## config.mk

```make
export PLATFORM = sky130hd
export DESIGN_NAME = seg_scan_drv_flat
export DESIGN_NICKNAME = d
export VERILOG_FILES = /design/src/rtl/seg_scan_drv_if.sv /design/src/rtl/seg_scan_drv.sv /design/src/flat_wrapper.sv
export SDC_FILE = /design/constraint.sdc
export NUM_CORES = 1
export LEC_CHECK = 0
export ABC_AREA = 0
export CAP_MARGIN = 15
export CORE_MARGIN = 5
export CORE_UTILIZATION = 30
export DETAILED_ROUTE_END_ITERATION = 10
export PLACE_DENSITY = 0.57
export SYNTH_ARGS = -nofsm -noshare
export SYNTH_HDL_FRONTEND = slang
export SYNTH_SLANG_ARGS = --single-unit
```

## constraint.sdc

```tcl
create_clock -name clk -period 7.5 [get_ports clk]
set_input_delay 2.25 -clock clk [delete_from_list [all_inputs] [get_ports clk]]
set_output_delay 2.25 -clock clk [all_outputs]
set_load 0.02 [all_outputs]
```

## src/rtl/seg_scan_drv_if.sv

```systemverilog
// Bundles the ring-counter phase, display data and fault controls with the
// anode/segment drive and status outputs of the seven-segment scan driver.
interface seg_scan_drv_if;
  logic [3:0]  phase;
  logic [15:0] data;
  logic [3:0]  dp;
  logic        data_we;
  logic        fault_clr;
  logic [3:0]  an;
  logic [6:0]  seg;
  logic        seg_dp;
  logic        frame_tick;
  logic        fault;
  logic [7:0]  fault_cnt;

  modport master (
    output phase, data, dp, data_we, fault_clr,
    input  an, seg, seg_dp, frame_tick, fault, fault_cnt
  );

  modport slave (
    input  phase, data, dp, data_we, fault_clr,
    output an, seg, seg_dp, frame_tick, fault, fault_cnt
  );
endinterface

```

## src/rtl/seg_scan_drv.sv

```systemverilog
// Four-digit multiplexed seven-segment scan driver slaved to a one-hot ring
// counter, with dead-time blanking, frame-synchronous data update and ring checking.
module seg_scan_drv #(
  parameter int unsigned BLANK_CYC    = 4,
  parameter bit          COMMON_ANODE = 1'b1
) (
  input  logic         clk,
  input  logic         rst,
  seg_scan_drv_if.slave bus
);

  typedef enum logic [1:0] {
    ST_IDLE,
    ST_BLANK,
    ST_DRIVE,
    ST_FAULT
  } state_t;

  localparam logic [3:0] BLK_LOAD = 4'(BLANK_CYC - 1);
  localparam logic [3:0] AN_DARK  = COMMON_ANODE ? 4'hF  : 4'h0;
  localparam logic [6:0] SEG_DARK = COMMON_ANODE ? 7'h7F : 7'h00;
  localparam logic       DP_DARK  = COMMON_ANODE;

  state_t      state_q, state_d;
  logic [3:0]  phase_q, prev_q, blk_cnt_q, blk_cnt_d;
  logic [15:0] pend_data_q, pend_data_d, disp_data_q, disp_data_d;
  logic [3:0]  pend_dp_q, pend_dp_d, disp_dp_q, disp_dp_d;
  logic        pend_q, pend_d;
  logic [3:0]  an_q, an_d;
  logic [6:0]  seg_q, seg_d;
  logic        seg_dp_q, seg_dp_d;
  logic        frame_tick_q, frame_tick_d;
  logic        fault_q, fault_d;
  logic [7:0]  fault_cnt_q, fault_cnt_d;

  logic        multi, onehot, prev_onehot, changed, running;
  logic        bad_seq, fault_cond, fault_entry, frame;
  logic [3:0]  nib;
  logic        dp_sel;

  function automatic logic [6:0] hex7(input logic [3:0] n);
    logic [6:0] s;
    case (n)
      4'h0: s = 7'h3F;  4'h1: s = 7'h06;  4'h2: s = 7'h5B;  4'h3: s = 7'h4F;
      4'h4: s = 7'h66;  4'h5: s = 7'h6D;  4'h6: s = 7'h7D;  4'h7: s = 7'h07;
      4'h8: s = 7'h7F;  4'h9: s = 7'h6F;  4'hA: s = 7'h77;  4'hB: s = 7'h7C;
      4'hC: s = 7'h39;  4'hD: s = 7'h5E;  4'hE: s = 7'h79;  default: s = 7'h71;
    endcase
    return s;
  endfunction

  always_comb begin
    state_d   = state_q;
    blk_cnt_d = blk_cnt_q;

    multi       = (phase_q & (phase_q - 4'd1)) != '0;
    onehot      = (phase_q != '0) && !multi;
    prev_onehot = (prev_q != '0) && ((prev_q & (prev_q - 4'd1)) == '0);
    changed     = phase_q != prev_q;
    running     = (state_q == ST_BLANK) || (state_q == ST_DRIVE);
    bad_seq     = running && changed && onehot && prev_onehot &&
                  (phase_q != {prev_q[2:0], prev_q[3]});
    // A held multi-bit value in FAULT is a hold, not a fresh entry.
    fault_cond  = (multi && (state_q != ST_FAULT)) || bad_seq;

    if (fault_cond) begin
      state_d = ST_FAULT;
    end else if (phase_q == '0) begin
      state_d = ST_IDLE;
    end else if (!running) begin
      if (onehot) begin
        state_d   = ST_BLANK;
        blk_cnt_d = BLK_LOAD;
      end
    end else if (changed) begin
      state_d   = ST_BLANK;
      blk_cnt_d = BLK_LOAD;
    end else if (state_q == ST_BLANK) begin
      if (blk_cnt_q == '0) state_d = ST_DRIVE;
      else                 blk_cnt_d = blk_cnt_q - 4'd1;
    end

    fault_entry = (state_d == ST_FAULT) && (state_q != ST_FAULT);
    fault_d     = fault_q;
    fault_cnt_d = fault_cnt_q;
    if (fault_entry) begin
      fault_d     = 1'b1;
      fault_cnt_d = bus.fault_clr ? 8'd1 :
                    ((fault_cnt_q == 8'hFF) ? fault_cnt_q : fault_cnt_q + 8'd1);
    end else if (bus.fault_clr) begin
      fault_d     = 1'b0;
      fault_cnt_d = '0;
    end

    frame        = (phase_q == 4'b0001) && changed && (state_d != ST_FAULT);
    frame_tick_d = frame && (prev_q == 4'b1000);

    pend_data_d = pend_data_q;
    pend_dp_d   = pend_dp_q;
    pend_d      = pend_q;
    disp_data_d = disp_data_q;
    disp_dp_d   = disp_dp_q;
    if (frame && pend_q) begin
      disp_data_d = pend_data_q;
      disp_dp_d   = pend_dp_q;
      pend_d      = 1'b0;
    end
    if (bus.data_we) begin
      pend_data_d = bus.data;
      pend_dp_d   = bus.dp;
      pend_d      = 1'b1;
    end

    nib    = '0;
    dp_sel = 1'b0;
    case (phase_q)
      4'b0001: begin nib = disp_data_d[3:0];   dp_sel = disp_dp_d[0]; end
      4'b0010: begin nib = disp_data_d[7:4];   dp_sel = disp_dp_d[1]; end
      4'b0100: begin nib = disp_data_d[11:8];  dp_sel = disp_dp_d[2]; end
      4'b1000: begin nib = disp_data_d[15:12]; dp_sel = disp_dp_d[3]; end
      default: begin nib = '0;                 dp_sel = 1'b0;         end
    endcase

    an_d     = AN_DARK;
    seg_d    = SEG_DARK;
    seg_dp_d = DP_DARK;
    if (state_d == ST_DRIVE) begin
      an_d     = COMMON_ANODE ? ~phase_q    : phase_q;
      seg_d    = COMMON_ANODE ? ~hex7(nib)  : hex7(nib);
      seg_dp_d = COMMON_ANODE ? ~dp_sel     : dp_sel;
    end
  end

  always_ff @(posedge clk or negedge rst) begin
    if (!rst) begin
      state_q      <= ST_IDLE;
      phase_q      <= '0;
      prev_q       <= '0;
      blk_cnt_q    <= '0;
      pend_data_q  <= '0;
      pend_dp_q    <= '0;
      pend_q       <= 1'b0;
      disp_data_q  <= '0;
      disp_dp_q    <= '0;
      an_q         <= AN_DARK;
      seg_q        <= SEG_DARK;
      seg_dp_q     <= DP_DARK;
      frame_tick_q <= 1'b0;
      fault_q      <= 1'b0;
      fault_cnt_q  <= '0;
    end else begin
      state_q      <= state_d;
      phase_q      <= bus.phase;
      prev_q       <= phase_q;
      blk_cnt_q    <= blk_cnt_d;
      pend_data_q  <= pend_data_d;
      pend_dp_q    <= pend_dp_d;
      pend_q       <= pend_d;
      disp_data_q  <= disp_data_d;
      disp_dp_q    <= disp_dp_d;
      an_q         <= an_d;
      seg_q        <= seg_d;
      seg_dp_q     <= seg_dp_d;
      frame_tick_q <= frame_tick_d;
      fault_q      <= fault_d;
      fault_cnt_q  <= fault_cnt_d;
    end
  end

  assign bus.an         = an_q;
  assign bus.seg        = seg_q;
  assign bus.seg_dp     = seg_dp_q;
  assign bus.frame_tick = frame_tick_q;
  assign bus.fault      = fault_q;
  assign bus.fault_cnt  = fault_cnt_q;

endmodule

```

## src/flat_wrapper.sv

```systemverilog
// flat-port wrapper written by rule: the top's interface ports become plain ports
module seg_scan_drv_flat 
#(
  parameter int unsigned BLANK_CYC    = 4,
  parameter bit          COMMON_ANODE = 1'b1
)
  (clk, rst, bus_phase, bus_data, bus_dp, bus_data_we, bus_fault_clr, bus_an, bus_seg, bus_seg_dp, bus_frame_tick, bus_fault, bus_fault_cnt);
  seg_scan_drv_if bus_i ();
  input  logic clk;
  input  logic rst;
  input wire logic [$bits(bus_i.phase)-1:0] bus_phase;
  input wire logic [$bits(bus_i.data)-1:0] bus_data;
  input wire logic [$bits(bus_i.dp)-1:0] bus_dp;
  input wire logic [$bits(bus_i.data_we)-1:0] bus_data_we;
  input wire logic [$bits(bus_i.fault_clr)-1:0] bus_fault_clr;
  output wire logic [$bits(bus_i.an)-1:0] bus_an;
  output wire logic [$bits(bus_i.seg)-1:0] bus_seg;
  output wire logic [$bits(bus_i.seg_dp)-1:0] bus_seg_dp;
  output wire logic [$bits(bus_i.frame_tick)-1:0] bus_frame_tick;
  output wire logic [$bits(bus_i.fault)-1:0] bus_fault;
  output wire logic [$bits(bus_i.fault_cnt)-1:0] bus_fault_cnt;
  assign bus_i.phase = bus_phase;
  assign bus_i.data = bus_data;
  assign bus_i.dp = bus_dp;
  assign bus_i.data_we = bus_data_we;
  assign bus_i.fault_clr = bus_fault_clr;
  assign bus_an = bus_i.an;
  assign bus_seg = bus_i.seg;
  assign bus_seg_dp = bus_i.seg_dp;
  assign bus_frame_tick = bus_i.frame_tick;
  assign bus_fault = bus_i.fault;
  assign bus_fault_cnt = bus_i.fault_cnt;
  seg_scan_drv #(.BLANK_CYC(BLANK_CYC), .COMMON_ANODE(COMMON_ANODE)) u_core (.clk(clk), .rst(rst), .bus(bus_i));
endmodule
```

Yosys cells after proc, flatten, opt, wreduce, memory -nomap -nowiden
Memory sizes are Yosys's and may differ from the RTL's.
Index checks and enable logic that the tools add are counted.
{ "totals": {"wordCells": 98, "rom_bits": 112, "output_inout_bits": 22, "n_memories": 1, "inputBits": 28, "reg_bits": 77} }
{ "mem_list": {"columns": ["memory", "depth", "word_bits", "rd", "rd_ports_with_merged_regs", "write_ports", "line", "source"], "rows": [
  ["(no name shown)", 16, 7, 1, 0, 0, "seg_scan_drv.sv:43", "case (n)"]
]} }
{ "op_classes": {"add_sub_neg": 4, "bitwise_logic": 7, "eq_ne": 17, "n_reduce_logical": 26, "n_mux": 28} }
{ "ops": {"columns": ["operator", "count"], "rows": [
  ["8-bit two-way mux", 4],
  ["4-bit two-way mux", 7],
  ["16-bit two-way mux", 1],
  ["4-bit one-hot mux with 4 select lines", 1],
  ["2-bit two-way mux", 7],
  ["7-bit two-way mux", 2],
  ["1-bit logical AND", 12],
  ["4-bit zero test", 3],
  ["4-bit nonzero test", 3],
  ["4-bit by 1-bit subtractor with 4-bit output (second input constant)", 3],
  ["8-bit by 1-bit adder with 8-bit output (second input constant)", 1],
  ["4-bit AND", 2],
  ["4-bit == test (second input constant)", 2],
  ["8-bit == test (second input constant)", 1],
  ["4-bit != test", 2],
  ["7-bit NOT", 1],
  ["2-bit == test (second input constant)", 3],
  ["2-bit != test (second input constant)", 3],
  ["3-bit by 2-bit != test with 1-bit output (second input constant)", 2],
  ["2-bit nonzero test", 3],
  ["1-bit two-way mux", 5],
  ["5-bit AND reduction", 1],
  ["4-bit by 1-bit == test with 1-bit output (second input constant)", 1],
  ["4-bit by 2-bit == test with 1-bit output (second input constant)", 1],
  ["8 further kinds", 11]
]} }

Logic depth before layout (Yosys ltp)
Gate-level depths: netlist of run 1.
An unclocked memory read counts as a cell.
{ "logic_depth": {"word_depth": 19, "ltp_mapped": 13, "depth_no_buf": 11} }

Worst setup path before layout of run 1
OpenSTA, ideal clock, no wires.
{ "synth_timing": {"kind": "input -> register", "start": "in bus_data_we", "end": "reg u_core.pend_data_q[10]", "path_stages": 2, "arrival_time_ps": 2932, "required_time_ps": 7375, "setup_slack_ps": 4443, "cell_sequence": "clkbuf_1 > mux2_2"} }
{ "synth_rtl": {"columns": ["element", "line", "source"], "rows": [
  ["start, declared", "flat_wrapper.sv:14", "input wire logic [$bits(bus_i.data_we)-1:0] bus_data_we;"],
  ["end signal, assigned", "seg_scan_drv.sv:156", "pend_data_q <= pend_data_d;"],
  ["end, declared", "seg_scan_drv.sv:26", "logic [15:0] pend_data_q, pend_data_d, disp_data_q, disp_data_d;"]
]} }
No word-level cell between the ends.

Worst setup path after layout of run 1
{ "layout_timing": {"start": "reg u_core.phase_q[2]", "end": "reg u_core.seg_q[6] (netlist: u_core.bus.seg[6])"} }
{ "layout_between": {"elab_chain_len": 19} }
{ "layout_rtl": {"columns": ["element", "line", "source"], "rows": [
  ["start, declared", "seg_scan_drv.sv:25", "logic [3:0] phase_q, prev_q, blk_cnt_q, blk_cnt_d;"],
  ["start signal, assigned", "seg_scan_drv.sv:153", "phase_q <= bus.phase;"],
  ["parallel branches: the longest is 18 deep, another holds 4-bit by 1-bit subtractor with 4-bit output", null, null],
  ["7-bit two-way mux *", "seg_scan_drv.sv:127", "if (state_d == ST_DRIVE) begin"],
  ["net u_core.seg_d[6]", "seg_scan_drv.sv:30", "logic [6:0] seg_q, seg_d;"],
  ["end signal, assigned", "seg_scan_drv.sv:162", "seg_q <= seg_d;"],
  ["end, declared", "seg_scan_drv.sv:30", null]
]} }
Mark *: on every way through the listed nets, which the timed path passes. The select of a mux whose other input is x is not followed.
A chain may end at the register's enable or synchronous reset.

==> results.txt, run 1 <==
* Number of diodes added for antenna fixing: 0
* Area leader, netlist: sky130_fd_sc_hd__dfrtp_1
* Vias in the first global route: 2,632
- Via total after detailed routing: 2,529
- The tree is rooted in a sky130_fd_sc_hd__clkbuf_16.
- The most common cell in the synthesized netlist is sky130_fd_sc_hd__dfrtp_1.
* Mean cell area of the mapped netlist: 12.0 um^2
- The initial antenna violation count was 0.
- Effective utilization at floorplan: 0.310
* Critical path fanouts, max: 27
* Synthesized netlist net count: 352
- For the worst setup path, the data arrival time is 3.94 ns.
- The clock reaches the later pin of the worst-skew pair after 0.33 ns.
- Required time at the worst-slack endpoint: 7.72 ns
* Design area: 0.00469 mm^2
* Pin count of the biggest net entering global routing: 78
- For hold timing, the worst endpoint is u_core.disp_data_q[0]$_DFF_PN0_.
- Of the total power, combinational logic draws 0.216.
- Instance area at placement: 0.00436 mm^2
* Total global routing track utilization: 0.108
- Of the cells placed in the final design, the portion with a size suffix greater than 1 is 0.207.
- After filler insertion, the fill cell instance count of the layout stands at 1,211.
* Number of enable flip-flop cells after synthesis: 0
- Before CTS, the worst setup slack after placement is 3.56 ns.
- In this run the critical register-to-register path is launched from u_core.phase_q[2]$_DFF_PN0_.
- Die Y-Extent: 122 um
- The worst register-to-register path has a setup slack of 3.78 ns.
* Number of cells upsized or downsized after cts: 0
- The clock net in this run drives a total of 77 sinks.
- Measured against its own limit, the worst slew margin works out to 0.296.
- For the worst flop-to-flop path, the logic depth is 9.
- The final layout contains routed wiring with a total length of 7.45 mm.
* Fraction of post-synthesis cell area in the top cell type by area: 0.434
- Post-route DRC: 0
* Die ar.: 0.0148 mm^2
- The number of hold buffers added after CTS was 0.
* Setup ws final: 3.78 ns
* Area added between synthesis and finish: 25.0%
* Minimum period implied by the final worst setup slack: 3.72 ns
- Final #Nets: 397
- The detailed router finished its first iteration with 97 violations.
- Detailed placement finished with a half-perimeter wire length of 5.15 mm.
* Worst Setup Start Kind: flop
* Routed Antenna Nets: 0
- Number of pins exceeding their max-slew limit in the final report: 0
- Routability-driven placement finished with a final weighted congestion of 0.830.
- Result of the run: finished, final reports clean
- Critical path endpoint category: flop
- Input and output buffers added on the ports amount to 49.
* Synth cell count leaders: 65 x sky130_fd_sc_hd__dfrtp_1, 35 x sky130_fd_sc_hd__mux2_2, 22 x sky130_fd_sc_hd__nand2_1
- TritonCTS built the clock tree.
- In the synthesized netlist the dominant register cell turns out to be sky130_fd_sc_hd__dfrtp_1.
- Max frequency: 268 MHz
- Floorplan Core Area: 0.0121 mm^2
* Multi-input logic area: 0.00168 mm^2
* Warning count from the yosys run: 0
- Hold/Removal Path Class: flop to flop
* Wire per inst: 14.0 um
* Count of non-filler cells in the finished layout: 531
- Max-cap viol count: 0
- The first global-routing pass estimated 12.8 mm of wire.
- The clock arrives with 0.00912 ns of skew.
- Count of endpoints failing setup in the final report: 0
- Post-CTS setup-driven buffer insertion count: 0
- Number of synthesized register bits: 77
- After detailed routing, the number of vias per cell comes to 4.76.
- The share of total power dissipated in the clock network is 0.363.
* Synth cell types: 64
* Fin. Hold Viols: 0
* Reg-to-Reg End: u_core.bus.seg[6]$_DFF_PN1_
- Setup repair after global routing left no endpoint under its margin.
- Part of the Yosys area used for sequential elements: 0.518
- Power spread over the standard cell area amounts to 271 mW/mm^2.
- Net load switching power: 356 uW
* Max clock buf depth: 2
- After synthesis, the share of flip-flops with an asynchronous set or reset is 1.00.
- Gate Count Post-Synth: 313
- Clock-pin slew was measured on the worst setup and hold paths at 0.06 ns.
* Number of standard-cell rows in the floorplan: 40
- Post-synthesis instance area: 0.00375 mm^2
- The worst hold path begins at u_core.disp_data_q[0]$_DFF_PN0_.
* Number of placed cells counting well taps: 515
- Die W: 122 um
- The critical path starts at u_core.phase_q[2]$_DFF_PN0_.
- Crit share post-route: 0.497
- Storage cell area: 0.00194 mm^2
- 50 I/O pins were placed.
* H-tree depth: 3
- Hold Path Stages: 1
- DR pass1 iterations: 4
- The worst-case IR drop observed on VDD is 0.120 mV.
* Number of buffers added by the clock tree synthesis step: 9
- Congestion Overflow GR: 0
- Setup tns final: 0 ns
- Reg power frac: 0.420
- For this design the static power due to leakage is 0.00193 uW.
- Area contributors post-synth: sky130_fd_sc_hd__dfrtp_1 43%, sky130_fd_sc_hd__mux2_2 11%, sky130_fd_sc_hd__dfstp_2 8.4%, sky130_fd_sc_hd__ha_1 3.7%, sky130_fd_sc_hd__xnor2_1 3.0%
* Switching Share: 0.280
* Least-Margin Pin Slew: 1.05 ns
* Internal portion of total power: 914 uW
- Critical path type: flop to flop
==> layout by cell type (no fill, tap or decap), drive strengths merged, types with 2 or more instances in the layout <==
| cell type | netlist | layout |
|---|---|---|
| and3 | 4 | 4 |
| clkinv | 0 | 3 |
| xnor2 | 13 | 13 |
| a22oi | 6 | 6 |
| bufinv | 0 | 2 |
| dfstp | 12 | 12 |
| nor4b | 5 | 5 |
| clkdlybuf4s50 | 0 | 48 |
| o22ai | 2 | 2 |
| nand2 | 23 | 23 |
| inv | 11 | 13 |
| mux2 | 37 | 37 |
| o211ai | 4 | 4 |
| ha | 11 | 11 |
| nand3 | 7 | 7 |
| a21oi | 5 | 5 |
| nand4 | 3 | 3 |
| o311ai | 2 | 2 |
| and3b | 2 | 2 |
| a21o | 3 | 3 |
| a41oi | 2 | 2 |
| clkbuf | 5 | 9 |
| a311oi | 2 | 2 |
| dfrtp | 65 | 65 |
| o21ai | 13 | 13 |
| or3 | 3 | 3 |
| mux2i | 6 | 6 |
| nand2b | 6 | 6 |
| or4b | 2 | 2 |
| nor2 | 17 | 17 |
| a31oi | 2 | 2 |
| nor3 | 7 | 7 |
==> power by group through the flow <==
stage / combinational, uW / clock, uW / sequential [uW]
floorplan: 192 / 0 / 536
global route: 307 / 493 / 545
finish: 275 / 461 / 533
CTS: 278 / 478 / 534
detailed placement: 275 / 0 / 542
global placement: 270 / 0 / 539
==> per-layer routing <==
layer	wire length [um]	global-route usage
met5	0	0
met4	120	0.0490
met3	248	0.0297
met2	3490	0.166
met1	3590	0.143
==> stage by stage <==
stage / util / total power (uW) / hold WS [ns]
global route: 0.387 / 1340 / 0.517
detailed placement: 0.360 / 816 / 0.475
global placement: 0.360 / 809 / 0.460
CTS: 0.387 / 1290 / 0.491
finish: 0.387 / 1270 / 0.484
floorplan: - / 729 / 0.400
==> layout make-up <==
cell class	count	area share
clock inverters	7	0.0206
well taps	168	0.0449
clock buffers	9	0.0481
repair buffers	49	0.104
inverters	11	0.00881
flip-flops and latches	77	0.414
multi-input cells	210	0.359
==> state kept, by name (all words and copies together) (netlist names), 7 cells and up <==
signal / flops
u_core.pend_data_q: 16
u_core.disp_data_q: 16
u_core.bus.seg: 7
u_core.bus.fault_cnt: 8
==> how the worst max path moves through the flow <==
stage                                                     to  slack, ns  cells after the start
after floorplan           u_core.pend_data_q[10]$_DFFE_PN0P_       4.44                      2
after global placement       u_core.pend_dp_q[1]$_DFFE_PN0P_       3.57                      2
after detailed placement   u_core.pend_data_q[1]$_DFFE_PN0P_       3.56                      2
after CTS                        u_core.bus.seg[6]$_DFF_PN1_       3.74                      9
after global routing             u_core.bus.seg[6]$_DFF_PN1_       3.39                      9
final                            u_core.bus.seg[6]$_DFF_PN1_       3.78                      9
==> critical path, cell delays in order, from the launching register on <==
cell,delay [ns]
sky130_fd_sc_hd__dfrtp_1,0.75
sky130_fd_sc_hd__xnor2_1,0.20
sky130_fd_sc_hd__and4_1,0.44
sky130_fd_sc_hd__a211o_1,0.83
sky130_fd_sc_hd__mux2i_1,0.49
sky130_fd_sc_hd__inv_1,0.17
sky130_fd_sc_hd__ha_1,0.27
sky130_fd_sc_hd__mux2_1,0.30
sky130_fd_sc_hd__nand2_1,0.07
sky130_fd_sc_hd__nand3_1,0.08
==> cells by family after synthesis <==
logic type | after synthesis | synth area share
AO/OA/AOI/OAI | 54 | 0.115
XOR/XNOR | 14 | 0.0327
adder cells (fa/ha/maj) | 12 | 0.0394
buffers and inverters | 26 | 0.0330
flip-flops | 77 | 0.518
multiplexers | 43 | 0.127
AND/OR/NAND/NOR | 87 | 0.135
Note: power is estimated with default switching activity, not from simulation.
==> inputs of run 2 (changes only) <==
clock period = 3.61 ns   (was 7.5 ns; I/O delays follow)
==> run 2 against run 1 <==
Non-clock buffer count grew 7. Critical path type unchanged. Largest cell class unchanged. Largest power group unchanged. Register-to-register slack worse by 3.2 ns. Clock skew down 0.00098 ns. Setup slack worse by 3.2 ns.
==> results.txt, run 2 (synthesized netlist as in run 1, its figures left out) <==
- Number of pins exceeding their max-slew limit in the final report: 0 (unchanged)
* Total global routing track utilization: 0.110 (+0.00163)
- Total leakage power: 0.00197 uW (+1.9%)
- The number of remaining DRC errors came to 0 (unchanged).
- Worst Setup Start Kind: flop
- Root buf cell: sky130_fd_sc_hd__clkbuf_16
- The clock latency on the worst-skew pair is 0.33 ns (about the same).
- The global placement routability congestion came to 0.750 (-9.6%).
- The DRC violation total after the first TritonRoute iteration came to 104 (+7.2%).
- Leaving out fill and tap cells, the most frequent cell in the layout is sky130_fd_sc_hd__dfrtp_1.
- The length of the first detailed-routing pass in iterations is 4 (unchanged).
- The tightest slew margin relative to the limit came to 0.344 (+0.0485).
* # port buffers: 49 (unchanged)
* Routed Antenna Nets: 0 (unchanged)
- Number of buffers added by the clock tree synthesis step: 9 (unchanged)
- Required time at the worst-slack endpoint: 3.87 ns (-3.85 ns)
- The total negative slack was 0 ns (unchanged).
- The layout cell share with drive strength beyond 1 is 0.222 (+0.0150).
- Total wire length after detailed routing: 7.61 mm (+2.1%)
* Die ar.: 0.0148 mm^2 (unchanged)
- The worst-margin pin slew came to 0.981 ns (-0.0726 ns).
- PwrDens: 566 mW/mm^2 (+110%)
- Effective utilization at floorplan: 0.310 (unchanged)
* Crit share post-route: 0.841 (+0.345)
- CTS tree: done
- The post-layout net count was 404 (+1.8%).
- The post-CTS setup buffer count came to 0 (unchanged).
* Final hold slack: 0.485 ns (+0.000730 ns)
- Minimum period implied by the final worst setup slack: 3.04 ns (-0.688 ns)
* Number of standard-cell rows in the floorplan: 40 (unchanged)
* Worst voltage drop across the vdd grid: 0.213 mV (+78%)
- The area growth from synthesis to layout is 26.7%.
- Fin. Hold Viols: 0 (unchanged)
* Floorplan Core Area: 0.0121 mm^2 (unchanged)
- Max frequency: 329 MHz (+23%)
* Count of endpoints failing setup in the final report: 0 (unchanged)
- The critical-path maximum fanout is 14 (-48%).
- Max clock buf depth: 2 (unchanged)
- Pin count of the biggest net entering global routing: 78 (unchanged)
- Die Y-Extent: 122 um (unchanged)
* Vias per inst: 4.75 (-0.36%)
- The number of maximum-capacitance constraint violations is 0 (unchanged).
* H-tree depth: 3 (unchanged)
- The initial antenna violation count was 0 (unchanged).
* Clock-pin slew reported for the worst setup and hold paths after clock tree synthesis: 0.06 ns (about the same)
- Commonest non-fill, non-tap cells in the layout: 65 x sky130_fd_sc_hd__dfrtp_1, 48 x sky130_fd_sc_hd__clkdlybuf4s50_1, 35 x sky130_fd_sc_hd__mux2_2
- Setup repair after global routing left no endpoint under its margin.
- Die W: 122 um (unchanged)
* Number of cells upsized or downsized after cts: 0 (unchanged)
- Hold/Removal Path Class: flop to flop
- The I/O pin count came to 50 (unchanged).
- Result of the run: finished, final reports clean
- HPWL reported at the end of detailed placement: 5.40 mm (+4.8%)
- Global-route wire length before repair: 13.0 mm (+2.3%)
- The mean routed wirelength per cell is 14.1 um (+0.81%).
- The total number of vias came to 2,553 (+0.95%).
* Number of buffers inserted for hold repair after clock tree synthesis: 0 (unchanged)
- Congestion Overflow GR: 0 (unchanged)
- The critical path is of the flop to flop type.
* Number of diodes added for antenna fixing: 0 (unchanged)
- The arrival time reported for the critical path endpoint came to 3.29 ns (-0.65 ns).
* Clock sink count: 77 (unchanged)
- Critical path endpoint category: flop
- Vias in the first global route: 2,554 (-3.0%)
- Clk_skew: 0.00814 ns (-0.000980 ns)
==> run 2: changes by cell type in the layout (fill, tap and decap cells not counted) <==
cell	change
sky130_fd_sc_hd__inv_8	+1
sky130_fd_sc_hd__clkinv_4	+1
sky130_fd_sc_hd__clkinv_2	-2
sky130_fd_sc_hd__buf_4	+7
==> run 2: area by class of cell <==
| cell class | count | area, um^2 |
|---|---|---|
| Clock buffer | 9 | 225 |
| Clock inverter | 7 | 106 |
| Timing Repair Buffer | 56 | 541 |
| Multi-Input combinational cell | 210 | 1680 |
| Sequential cell | 77 | 1940 |
| Tap cell | 168 | 210 |
| Inverter | 11 | 41.3 |
| Fill cell | 1188 | 7360 |
==> run 2: routing by layer <==
metal / vias to the layer above / track usage / share of wire
met5: - / 0 / 0
met4: 0 / 0.0399 / 0.012
met3: 10 / 0.0260 / 0.043
met2: 50 / 0.164 / 0.45
met1: 1247 / 0.156 / 0.49
li1: 1246 / - / -
==> run 2: path summary, 6_finish.rpt <==
kind | startpoint | to | slack, ns | depth (start not counted)
max reg2reg | u_core.phase_q[2]$_DFF_PN0_ | u_core.bus.seg[6]$_DFF_PN1_ | 0.57 | 9
max | u_core.phase_q[2]$_DFF_PN0_ | u_core.bus.seg[6]$_DFF_PN1_ | 0.57 | 9
min | u_core.disp_data_q[3]$_DFF_PN0_ | u_core.disp_data_q[3]$_DFF_PN0_ | 0.48 | 2
min in group asynchronous | rst | u_core.bus.fault_cnt[7]$_DFFE_PN0P_ | 0.91 | 1
max in group asynchronous | rst | u_core.disp_dp_q[3]$_DFF_PN0_ | 2.10 | 1
min reg2reg | u_core.disp_data_q[3]$_DFF_PN0_ | u_core.disp_data_q[3]$_DFF_PN0_ | 0.48 | 2
==> run 2: critical path: stages, from the launching register on <==
cell	delay, ns
sky130_fd_sc_hd__dfrtp_1	0.73
sky130_fd_sc_hd__xnor2_1	0.20
sky130_fd_sc_hd__and4_1	0.43
sky130_fd_sc_hd__a211o_1	0.30
sky130_fd_sc_hd__mux2i_1	0.45
sky130_fd_sc_hd__inv_1	0.17
sky130_fd_sc_hd__ha_1	0.25
sky130_fd_sc_hd__mux2_1	0.29
sky130_fd_sc_hd__nand2_1	0.07
sky130_fd_sc_hd__nand3_1	0.08
==> run 2: stage by stage <==
| stage | setup WS, ns | cell area [um^2] | total power, uW | instances | utilization |
|---|---|---|---|---|---|
| final | 0.573 | 4750 | 2690 | 538 | 0.392 |
| after global routing | 0.280 | 4750 | 2840 | 538 | 0.392 |
| after CTS | 0.574 | 4750 | 2720 | 538 | 0.392 |
| after detailed placement | 0.582 | 4420 | 1710 | 522 | 0.365 |
| after global placement | 0.723 | 4420 | 1690 | 522 | 0.365 |
| after floorplan | 0.979 | 3750 | 1510 | 313 | - |
==> run 2: power breakdown <==
group | internal (uW) | total (uW) | leakage, uW | switching, uW
logic | 284 | 581 | 0.000896 | 297
clock network | 618 | 996 | 0.000163 | 378
registers | 1010 | 1110 | 0.000910 | 99.3
==> inputs of run 3 (changes only) <==
clock period = 3.1 ns   (was 3.61 ns; I/O delays follow)
==> run 3 against run 2 <==
Critical path depth stayed put. Core utilization is 0.27 points lower. Fmax is 8.7% higher. Combinational power is 17% higher. Non-clock buffer count is 4 higher. Largest cell class unchanged. Final cell count is 0.74% higher. Sequential share of layout area is 0.28 points higher.
==> results.txt, run 3 (synthesized netlist as in run 1, its figures left out) <==
- Crit share post-route: 0.901 (+0.0597)
- Required time at the worst-slack endpoint: 3.37 ns (-0.50 ns)
- Number of buffers inserted for hold repair after clock tree synthesis: 0 (unchanged)
- The count of endpoints failing hold in the final timing report was 0 (unchanged).
- Arrival time worst endpoint: 3.07 ns (-0.22 ns)
* Proportion of layout cells with a drive suffix above 1: 0.227 (+0.00565)
- Setup repair after global routing left no endpoint under its margin.
- The worst setup path is of the flop to flop kind.
- The critical-path maximum fanout was 16 (+2).
- CTS tree: done
- Number of DRC violations after detailed-routing iteration 0: 104 (unchanged)
- Post-route DRC: 0 (unchanged)
* Die ar.: 0.0148 mm^2 (unchanged)
- The core occupancy in the finished layout came to 0.389 (-0.00268).
* Number of diodes added for antenna fixing: 0 (unchanged)
* Antenna violations before repair: 0 (unchanged)
- The routed via count divided by cell count is 4.74 (-0.19%).
- Count of endpoints failing setup in the final report: 0 (unchanged)
- Die W: 122 um (unchanged)
* Setup tns final: 0 ns (unchanged)
- The number of maximum-capacitance constraint violations was 0 (unchanged).
- Chain of cells forming the critical path: inv_1, ha_1, a41oi_1, a211o_1, buf_4, o221a_1, nand2_1, and3b_1, o21ai_1
* Length in cells of the worst reg-to-reg path: 9 (unchanged)
- The tightest slew margin relative to the limit was 0.413 (+0.0691).
- Max clock buf depth: 2 (unchanged)
* PwrDens: 619 mW/mm^2 (+9.4%)
- The flow ran to the end, and the final reports show no timing, DRC or antenna violations.
- Post-CTS setup-driven buffer insertion count: 0 (unchanged)
- The number of input and output port buffers inserted was 49 (unchanged).
- The clock buffer count from CTS was 9 (unchanged).
- The total number of vias came to 2,567 (+0.55%).
- The mean routed wirelength per cell came to 14.4 um (+2.1%).
- Congestion Overflow GR: 0 (unchanged)
* DR pass1 iterations: 4 (unchanged)
* Root buf cell: sky130_fd_sc_hd__clkbuf_16
- The worst setup path is launched from a flop.
- The post-layout net count was 408 (+0.99%).
- Die Y-Extent: 122 um (unchanged)
* Effective utilization at floorplan: 0.310 (unchanged)
- Global-route wire length before repair: 13.0 mm (-0.57%)
- Critical-path top delay cell: sky130_fd_sc_hd__o221a_1
- The number of placement rows is 40 (unchanged).
- The area of the placeable core came to 0.0121 mm^2 (unchanged).
- The global placement routability congestion came to 0.843 (+12%).
- The cell depth of the worst min-delay path was 1 (-1).
* Vias in the first global route: 2,594 (+1.6%)
- Leaving out fill and tap cells, the most frequent cell in the layout is sky130_fd_sc_hd__dfrtp_1.
- The detailed-route wire length was 7.82 mm (+2.8%).
* Worst voltage drop across the vdd grid: 0.247 mV (+16%)
* Hold/Removal Path Class: flop to flop
- The number of H-tree levels came to 3 (unchanged).
- From synthesis to final layout, the design area changed by 25.8%.
* Clock latency at the later pin of the worst-skew pair: 0.34 ns (about the same)
- Clock-pin slew reported for the worst setup and hold paths after clock tree synthesis: 0.06 ns (about the same)
- Total leakage power: 0.00196 uW (-0.56%)
- The clock period minus worst slack came to 2.79 ns (-0.244 ns).
- The worst setup path is captured at a flop.
* Critical Path Max Stage Delay: 0.53 ns (-0.20 ns)
* Clk_skew: 0.00665 ns (-0.00150 ns)
- The post-DP HPWL is 5.70 mm (+5.7%).
- Worst slack, placed: 0.333 ns (-0.250 ns)
- IO Pins: 50 (unchanged)
* Max frequency: 358 MHz (+8.7%)
* Total global routing track utilization: 0.111 (+0.000599)
- In the layout the commonest cells are 65 x sky130_fd_sc_hd__dfrtp_1, 48 x sky130_fd_sc_hd__clkdlybuf4s50_1, 35 x sky130_fd_sc_hd__mux2_2.
- Pin count of the biggest net entering global routing: 71 (-9.0%)
- Setup ws final: 0.307 ns (-0.266 ns)
- Number of cells upsized or downsized after cts: 0 (unchanged)
- Routed Antenna Nets: 0 (unchanged)
- Clock sink count: 77 (unchanged)
- The max-slew violation count is 0 (unchanged).
* Least-Margin Pin Slew: 0.880 ns (-0.101 ns)
[run 3: routing by layer]
metal	vias up	GRT usage	share of wire
li1	1246	-	-
met1	1260	0.149	0.49
met2	50	0.162	0.45
met3	11	0.0348	0.046
met4	0	0.0511	0.020
met5	-	0	0
[run 3: final cells by class]
class | count | area, um^2
Clock buffer | 10 | 229
Clock inverter | 6 | 40.0
Fill cell | 1228 | 7400
Inverter | 11 | 41.3
Multi-Input combinational cell | 210 | 1680
Sequential cell | 77 | 1940
Tap cell | 168 | 210
Timing Repair Buffer | 60 | 571
[run 3: critical path, delay by kind of cell (launching register included)]
| family | cells | cell delay [ns] |
|---|---|---|
| compound gates | 4 | 1.20 |
| fa+ha+maj | 1 | 0.40 |
| simple gates | 2 | 0.38 |
| flops | 1 | 0.43 |
| buf+inv | 2 | 0.32 |
[run 3: power breakdown]
part           internal (uW)  total, uW  switching [uW]
Clock                    540        947             407
Combinational            336        681             346
Sequential              1180       1290             115
Total                   2050       2920             867
[run 3: path summary, 6_finish.rpt]
path                       slack, ns                             endpoint                            start
max in group asynchronous       1.66           u_core.bus.an[3]$_DFF_PN1_                              rst
hold reg to reg                 0.49      u_core.disp_data_q[0]$_DFF_PN0_  u_core.disp_data_q[0]$_DFF_PN0_
hold / removal                  0.49      u_core.disp_data_q[0]$_DFF_PN0_  u_core.disp_data_q[0]$_DFF_PN0_
setup / recovery                0.31          u_core.bus.seg[0]$_DFF_PN1_      u_core.state_q[0]$_DFF_PN0_
setup reg to reg                0.31          u_core.bus.seg[0]$_DFF_PN1_      u_core.state_q[0]$_DFF_PN0_
min in group asynchronous       0.71  u_core.bus.fault_cnt[2]$_DFFE_PN0P_                              rst
[run 3: per-stage QoR]
step	hold slack (ns)	area [um^2]	instances	total power, uW
4_1_cts	0.486	4720	542	2960
5_1_grt	0.499	4720	542	3080
6_report	0.490	4720	542	2920
2_1_floorplan	0.400	3750	313	1760
3_5_place_dp	0.470	4450	526	2000
3_3_place_gp	0.462	4450	526	1970
